--- src/rtl/ctrl_mem.sv ---
// ctrl_mem: memory-access control stage running the LDR/STR data-bus handshake
// Ports: clk/rst (sync, active-high); i_ir_mem/i_valid/i_addr/i_wdata from execute;
//        o_mem_req/o_mem_we/o_mem_addr/o_mem_wdata, i_mem_ack/i_mem_rdata to the data bus;
//        o_ir_wb/o_load_data to writeback; o_stall holds upstream; o_bus_err error pulse.
module ctrl_mem #(
    parameter int ADDR_W  = 32,
    parameter int DATA_W  = 32,
    parameter int TIMEOUT = 16
) (
    input  logic              clk,
    input  logic              rst,
    input  logic [15:0]       i_ir_mem,
    input  logic              i_valid,
    input  logic [ADDR_W-1:0] i_addr,
    input  logic [DATA_W-1:0] i_wdata,
    output logic              o_mem_req,
    output logic              o_mem_we,
    output logic [ADDR_W-1:0] o_mem_addr,
    output logic [DATA_W-1:0] o_mem_wdata,
    input  logic              i_mem_ack,
    input  logic [DATA_W-1:0] i_mem_rdata,
    output logic [15:0]       o_ir_wb,
    output logic [DATA_W-1:0] o_load_data,
    output logic              o_stall,
    output logic              o_bus_err
);
    typedef enum logic {IDLE, ACCESS} state_t;
    localparam int CW = $clog2(TIMEOUT);
    state_t            state_q, state_d;
    logic [CW-1:0]     cnt_q, cnt_d;
    logic              req_q, req_d, we_q, we_d, err_q, err_d, stall;
    logic [ADDR_W-1:0] addr_q, addr_d;
    logic [DATA_W-1:0] wdata_q, wdata_d, load_q, load_d;
    logic [15:0]       ir_q, ir_d, ir_wb_q, ir_wb_d;
    logic              is_ldr, is_str, is_mem, aligned, timeout;
    assign is_ldr  = i_ir_mem[15:11] == 5'b01101;
    assign is_str  = i_ir_mem[15:11] == 5'b01100;
    assign is_mem  = i_valid & (is_ldr | is_str);
    assign aligned = i_addr[1:0] == 2'b00;
    assign timeout = cnt_q == CW'(TIMEOUT - 1);
    always_comb begin
        state_d = state_q;
        cnt_d   = cnt_q;
        req_d   = req_q;
        we_d    = we_q;
        addr_d  = addr_q;
        wdata_d = wdata_q;
        ir_d    = ir_q;
        load_d  = load_q;
        ir_wb_d = 16'h0000;
        err_d   = 1'b0;
        stall   = 1'b0;
        if (state_q == IDLE) begin
            if (!is_mem) begin
                ir_wb_d = i_valid ? i_ir_mem : 16'h0000;
            end else if (!aligned) begin
                err_d = 1'b1;
            end else begin
                stall   = 1'b1;
                state_d = ACCESS;
                req_d   = 1'b1;
                we_d    = is_str;
                addr_d  = i_addr;
                wdata_d = i_wdata;
                ir_d    = i_ir_mem;
                cnt_d   = '0;
            end
        end else if (i_mem_ack) begin
            // ack beats a simultaneous timeout
            state_d = IDLE;
            req_d   = 1'b0;
            ir_wb_d = ir_q;
            load_d  = we_q ? load_q : i_mem_rdata;
        end else if (timeout) begin
            state_d = IDLE;
            req_d   = 1'b0;
            err_d   = 1'b1;
        end else begin
            stall = 1'b1;
            cnt_d = cnt_q + 1'b1;
        end
    end
    always_ff @(posedge clk) begin
        if (rst) begin
            state_q <= IDLE;
            cnt_q   <= '0;
            req_q   <= 1'b0;
            we_q    <= 1'b0;
            addr_q  <= '0;
            wdata_q <= '0;
            ir_q    <= 16'h0000;
            ir_wb_q <= 16'h0000;
            load_q  <= '0;
            err_q   <= 1'b0;
        end else begin
            state_q <= state_d;
            cnt_q   <= cnt_d;
            req_q   <= req_d;
            we_q    <= we_d;
            addr_q  <= addr_d;
            wdata_q <= wdata_d;
            ir_q    <= ir_d;
            ir_wb_q <= ir_wb_d;
            load_q  <= load_d;
            err_q   <= err_d;
        end
    end
    assign o_stall     = stall & ~rst;
    assign o_mem_req   = req_q;
    assign o_mem_we    = we_q;
    assign o_mem_addr  = addr_q;
    assign o_mem_wdata = wdata_q;
    assign o_ir_wb     = ir_wb_q;
    assign o_load_data = load_q;
    assign o_bus_err   = err_q;
endmodule
--- config.mk ---
export PLATFORM = sky130hd
export DESIGN_NAME = ctrl_mem
export DESIGN_NICKNAME = d
export VERILOG_FILES = /design/src/rtl/ctrl_mem.sv
export SDC_FILE = /design/constraint.sdc
export NUM_CORES = 1
export LEC_CHECK = 0
export BUFFER_PORTS_ARGS = -buffer_cell sky130_fd_sc_hd__buf_2
export CORE_MARGIN = 2
export CORE_UTILIZATION = 45
export CTS_BUF_LIST = sky130_fd_sc_hd__clkbuf_16
export DETAILED_ROUTE_END_ITERATION = 16
export MAX_ROUTING_LAYER = met4
export PLACE_DENSITY = 0.73
export SLEW_MARGIN = 20
export SYNTH_ARGS = -nofsm -noshare
export SYNTH_HDL_FRONTEND = slang
export SYNTH_SLANG_ARGS = --single-unit
--- constraint.sdc ---
create_clock -name clk -period 1.85 [get_ports clk]
set_input_delay 0.37 -clock clk [delete_from_list [all_inputs] [get_ports clk]]
set_output_delay 0.37 -clock clk [all_outputs]
set_load 0.02 [all_outputs]
### Yosys cells after proc, flatten, opt, wreduce, memory -nomap -nowiden

Cells that the tools add are included.

| storage, ports and cells | value |
|---|---|
| word-level logic and storage cells | 54 |
| bits in registers | 136 |
| bits of input ports | 116 |

| cells by class | value |
|---|---|
| muxes and demuxes | 24 |
| $add $sub $neg | 1 |
| reductions and logical operators | 7 |
| bitwise logic cells | 6 |
| equality and inequality tests | 6 |

Operator list:

| kind | count |
|---|---|
| 16-bit two-way mux | 4 |
| 4-bit two-way mux | 5 |
| 1-bit two-way mux | 15 |
| 5-bit by 4-bit == test with 1-bit output (second input constant) | 2 |
| 3-bit AND reduction | 3 |
| 4-bit by 1-bit adder with 4-bit output (second input constant) | 1 |
| 4-bit == test (second input constant) | 1 |
| 2-bit inequality test (second input constant) | 2 |
| 4-bit AND reduction | 1 |
| 2-bit nonzero test | 2 |
| 3-bit by 2-bit inequality test with 1-bit output (second input constant) | 1 |
| 1-bit inverter | 3 |
| 1-bit bitwise AND | 2 |
| 2-bit logical NOT | 1 |
| 1-bit OR | 1 |

### Logic depth before layout (Yosys ltp)

| depth | value |
|---|---|
| depth after elaboration | 6 |
| mapped depth | 6 |

### Worst setup path before layout

OpenSTA, ideal clock, no wires.

| path | value |
|---|---|
| path kind | input port to output port |
| start point | input i_addr[0] |
| end point | output o_stall |
| buffers on the path | 2 |
| arrival | 1.409 ns |
| slack | 0.071 ns |
| stages on the path | 5 |
| required time | 1.480 ns |
| path through | nor4b_1 > buf_2 > buf_4 > nand2_1 > a21oi_1 |

| on the way | value |
|---|---|
| longest elaborated chain between the ends | 5 |

RTL lines:

| element | RTL line | source |
|---|---|---|
| start, declared | 14 | `input logic [ADDR_W-1:0] i_addr,` |
| 2-bit logical NOT | 39 | `assign aligned = i_addr[1:0] == 2'b00;` |
| 1-bit two-way mux | 56 | `end else if (!aligned) begin` |
| 1-bit two-way mux | 54 | `if (!is_mem) begin` |
| 1-bit two-way mux | 53 | `if (state_q == IDLE) begin` |
| 1-bit bitwise AND | 108 | `assign o_stall = stall & ~rst;` |
| end, declared | 24 | `output logic o_stall,` |

No other way between the ends.

### Final worst setup path

| path | value |
|---|---|
| start point | register state_q |
| end point | output o_stall |

| on the way | value |
|---|---|
| longest elaborated chain between the ends | 2 |

RTL lines:

| element | RTL line | source |
|---|---|---|
| start, declared | 29 | `state_t state_q, state_d;` |
| start signal, assigned | 96 | `state_q <= state_d;` |
| 1-bit two-way mux | 53 |  |
| 1-bit bitwise AND | 108 |  |

No other way between the ends.

==> results.cfg <==
[critical_path]
critPathMaxFanout = 5
cpMaxStageDelayCell = dfxtp_4
reg2regPathDepth = 4
crit_arrival_ns = 1.44
r2r-end = o_mem_addr[10]
timing.rr.start = state_q
worstSetupPathType = register to output pin
critPathMaxStageDelay_ns = 0.36
r2r_slack_ns = 0.28
worstPathRequired_ns = 1.48
start_kind = register
endpoint_kind = output pin
worstPathCellList = nor4b_4, nand2_2, a21oi_2, buf_6

[synthesis]
synth_nets = 719
synth_mux_area_frac = 0
synth_top_family_by_area = compound AO/OA/AOI/OAI gates
ys_top_cells_by_area = dfxtp_1 (54%), a21oi_1 (12%), nand3_1 (7.8%)
yosysUniqueCellTypes = 37
ys_seq_area_frac = 0.535
yosysWarnings = 0
ys_async_sr_fraction = 0
synthSimpleGateAreaFrac = 0.172
synth-compound-area-share = 0.229
synth_most_common_cell = dfxtp_1
synthXorXnorAreaFrac = 0
postSynthAreaPerCell_um2 = 8.45
synth_top_area_frac = 0.535
synth_seq_cells = 136
synth_fa_ha_area_frac = 0.00246
syn_area_um2 = 5090
synth_ff_type = dfxtp_1
synth_commonest_cells = dfxtp_1 (136), a21oi_1 (119), nand3_1 (79)
synth_edf_count = 0
syn_inst = 602
yosys.area.top_type = dfxtp_1

[clock_network]
cts_tree = built
cts_buffers = 17
clk_pin_slew_ns = 0.06
clock_sinks = 136
cts_root_buffer = clkbuf_16
h-tree-depth = 4
holdBufCountCts = 0
clkLatencyLatePin_ns = 0.41
clockBufferDepth = 2

[detailed_routing]
route.met3.wl_um = 910
drt-pass1-iter-count = 5
drc = 0
routed_wirelength_um = 14500
vias = 5115
topRoutingLayerUsed = met4
avgViaCountPerCell = 5.31
wirelength_met1_um = 5910
avgRoutedWirePerCell_um = 15.1
ant_nets = 0
dr_wl_met2_um = 7470
drtIter0Drc = 454

[cells_and_area]
nNetsFinal = 927
syn2layout_area_growth_pct = 37.0
final_util = 0.637
postLayoutCellArea_um2 = 6970
drive_gt1_frac = 0.354
instances_no_fill = 964

[floorplan]
die_h_um = 110
core_um2 = 10900
initial_core_util = 0.465
die_x_um = 110
dieArea_um2 = 12200
ios = 232
num_rows = 38

[power]
power_frac_seq = 0.449
p_comb_frac = 0.058
internal_power_mw = 5.18
power_frac_clock = 0.492
p_switching_mw = 1.41
total_power_mw = 6.59
p_leak_nw = 2.95
sw_frac_of_total = 0.214
power_density_nw_per_um2 = 945
ir_worst_vdd_mv = 0.625

[global_route]
grt_max_degree = 102
grt_pass1_vias = 4772
grt_pass1_wl_um = 22200
gr-total-overflow = 0
grt.total_usage = 0.241
antenna_found_initial = 1

[sta]
period_needed_ns = 1.81
min_period_over_period = 0.977
worstMarginPinSlew_ns = 0.456
holdWs_ns = 0.194
tns_ns = 0
rsz0062_at_grt = yes
slew_headroom = 0.696
setup_viol = 0
slew_viol_final = 0
finalHoldViolations = 0
clock_skew_ns = 0.00699
max_freq_mhz = 553
worst_slack_ns = 0.0423

[placement]
hpwl_um = 9540
preCtsSetupSlack_ns = 0.102
dp_cells = 930
io_buffers = 231
gp_congestion = 0.785
placed_area_um2 = 6340

[run_status]
status = completed

[job]
drv_cap = 0

[hold_path]
hold_start = i_mem_rdata[27]
hp-class = input port to register
min_path_cells = 3
whs_endpoint = o_load_data[27]
## flip-flops by register name (all words and copies together) (netlist names)
signal,cells
state_q,1
cnt_q,4
o_mem_req,1
o_mem_we,1
ir_q,16
o_bus_err,1
o_load_data,32
o_ir_wb,16
o_mem_addr,32
o_mem_wdata,32
## power by group through the flow
stage / sequential, mW / combinational (mW) / clock, mW
2_1_floorplan: 3.05 / 0.153 / 0
3_3_place_gp: 3.02 / 0.375 / 0
3_5_place_dp: 3.02 / 0.380 / 0
4_1_cts: 2.96 / 0.384 / 3.29
5_1_grt: 2.96 / 0.418 / 3.43
6_report: 2.96 / 0.385 / 3.24
## placed cells by master (no fill, tap or decap), types with 15 or more instances in the layout
cell type	count
a21oi_1	118
buf_2	229
buf_4	15
clkbuf_16	17
dfxtp_1	135
nand2_1	65
nand3_1	78
nor2_1	20
o21ai_0	34
o21ai_1	35
## critical path, delay by kind of cell, from the launching register on
kind | cells | cell delay [ns]
AOI/OAI and AO/OA | 1 | 0.16
buffers and inverters | 1 | 0.13
DFF | 1 | 0.36
and+or+nand+nor | 2 | 0.38
## metal layers
metal  vias up  global-route usage
li1       2539                   -
met1      2372               0.268
met2       184               0.408
met3        20              0.0606
met4         0               0.108
met5         -                   -
## worst max-delay path by stage
stage               startpoint        endpoint  depth (start not counted)
floorplan            i_addr[0]         o_stall                          5
global placement     i_addr[0]  o_mem_addr[19]                          5
detailed placement   i_addr[0]  o_mem_addr[10]                          5
CTS                    state_q         o_stall                          4
global route          cnt_q[0]         o_stall                          5
finish                 state_q         o_stall                          4
## layout make-up
class	instances	area [um2]
antenna	1	2.50
clock buffer	17	425
clock inverter	15	144
fill	955	3970
inverter	4	15.0
multi-input combinational	401	2110
sequential	136	2730
tap	140	175
timing repair buffer	250	1370
## cell families after synthesis
group           Yosys count
flops                   136
buf+inv                  65
compound gates          214
fa+ha+maj                 1
simple gates            186
## timing repair
| action | 4_1_cts | 5_1_grt |
|---|---|---|
| buffers inserted | 0 | 1 |
| gates cloned | 0 | 0 |
| pin swaps | 1 | 3 |
| setup endpoints to repair | 1 | 1 |
| gates resized for setup | 9 | 3 |
| hold endpoints to repair | 0 | 0 |
(Power assumes the default switching activity.)
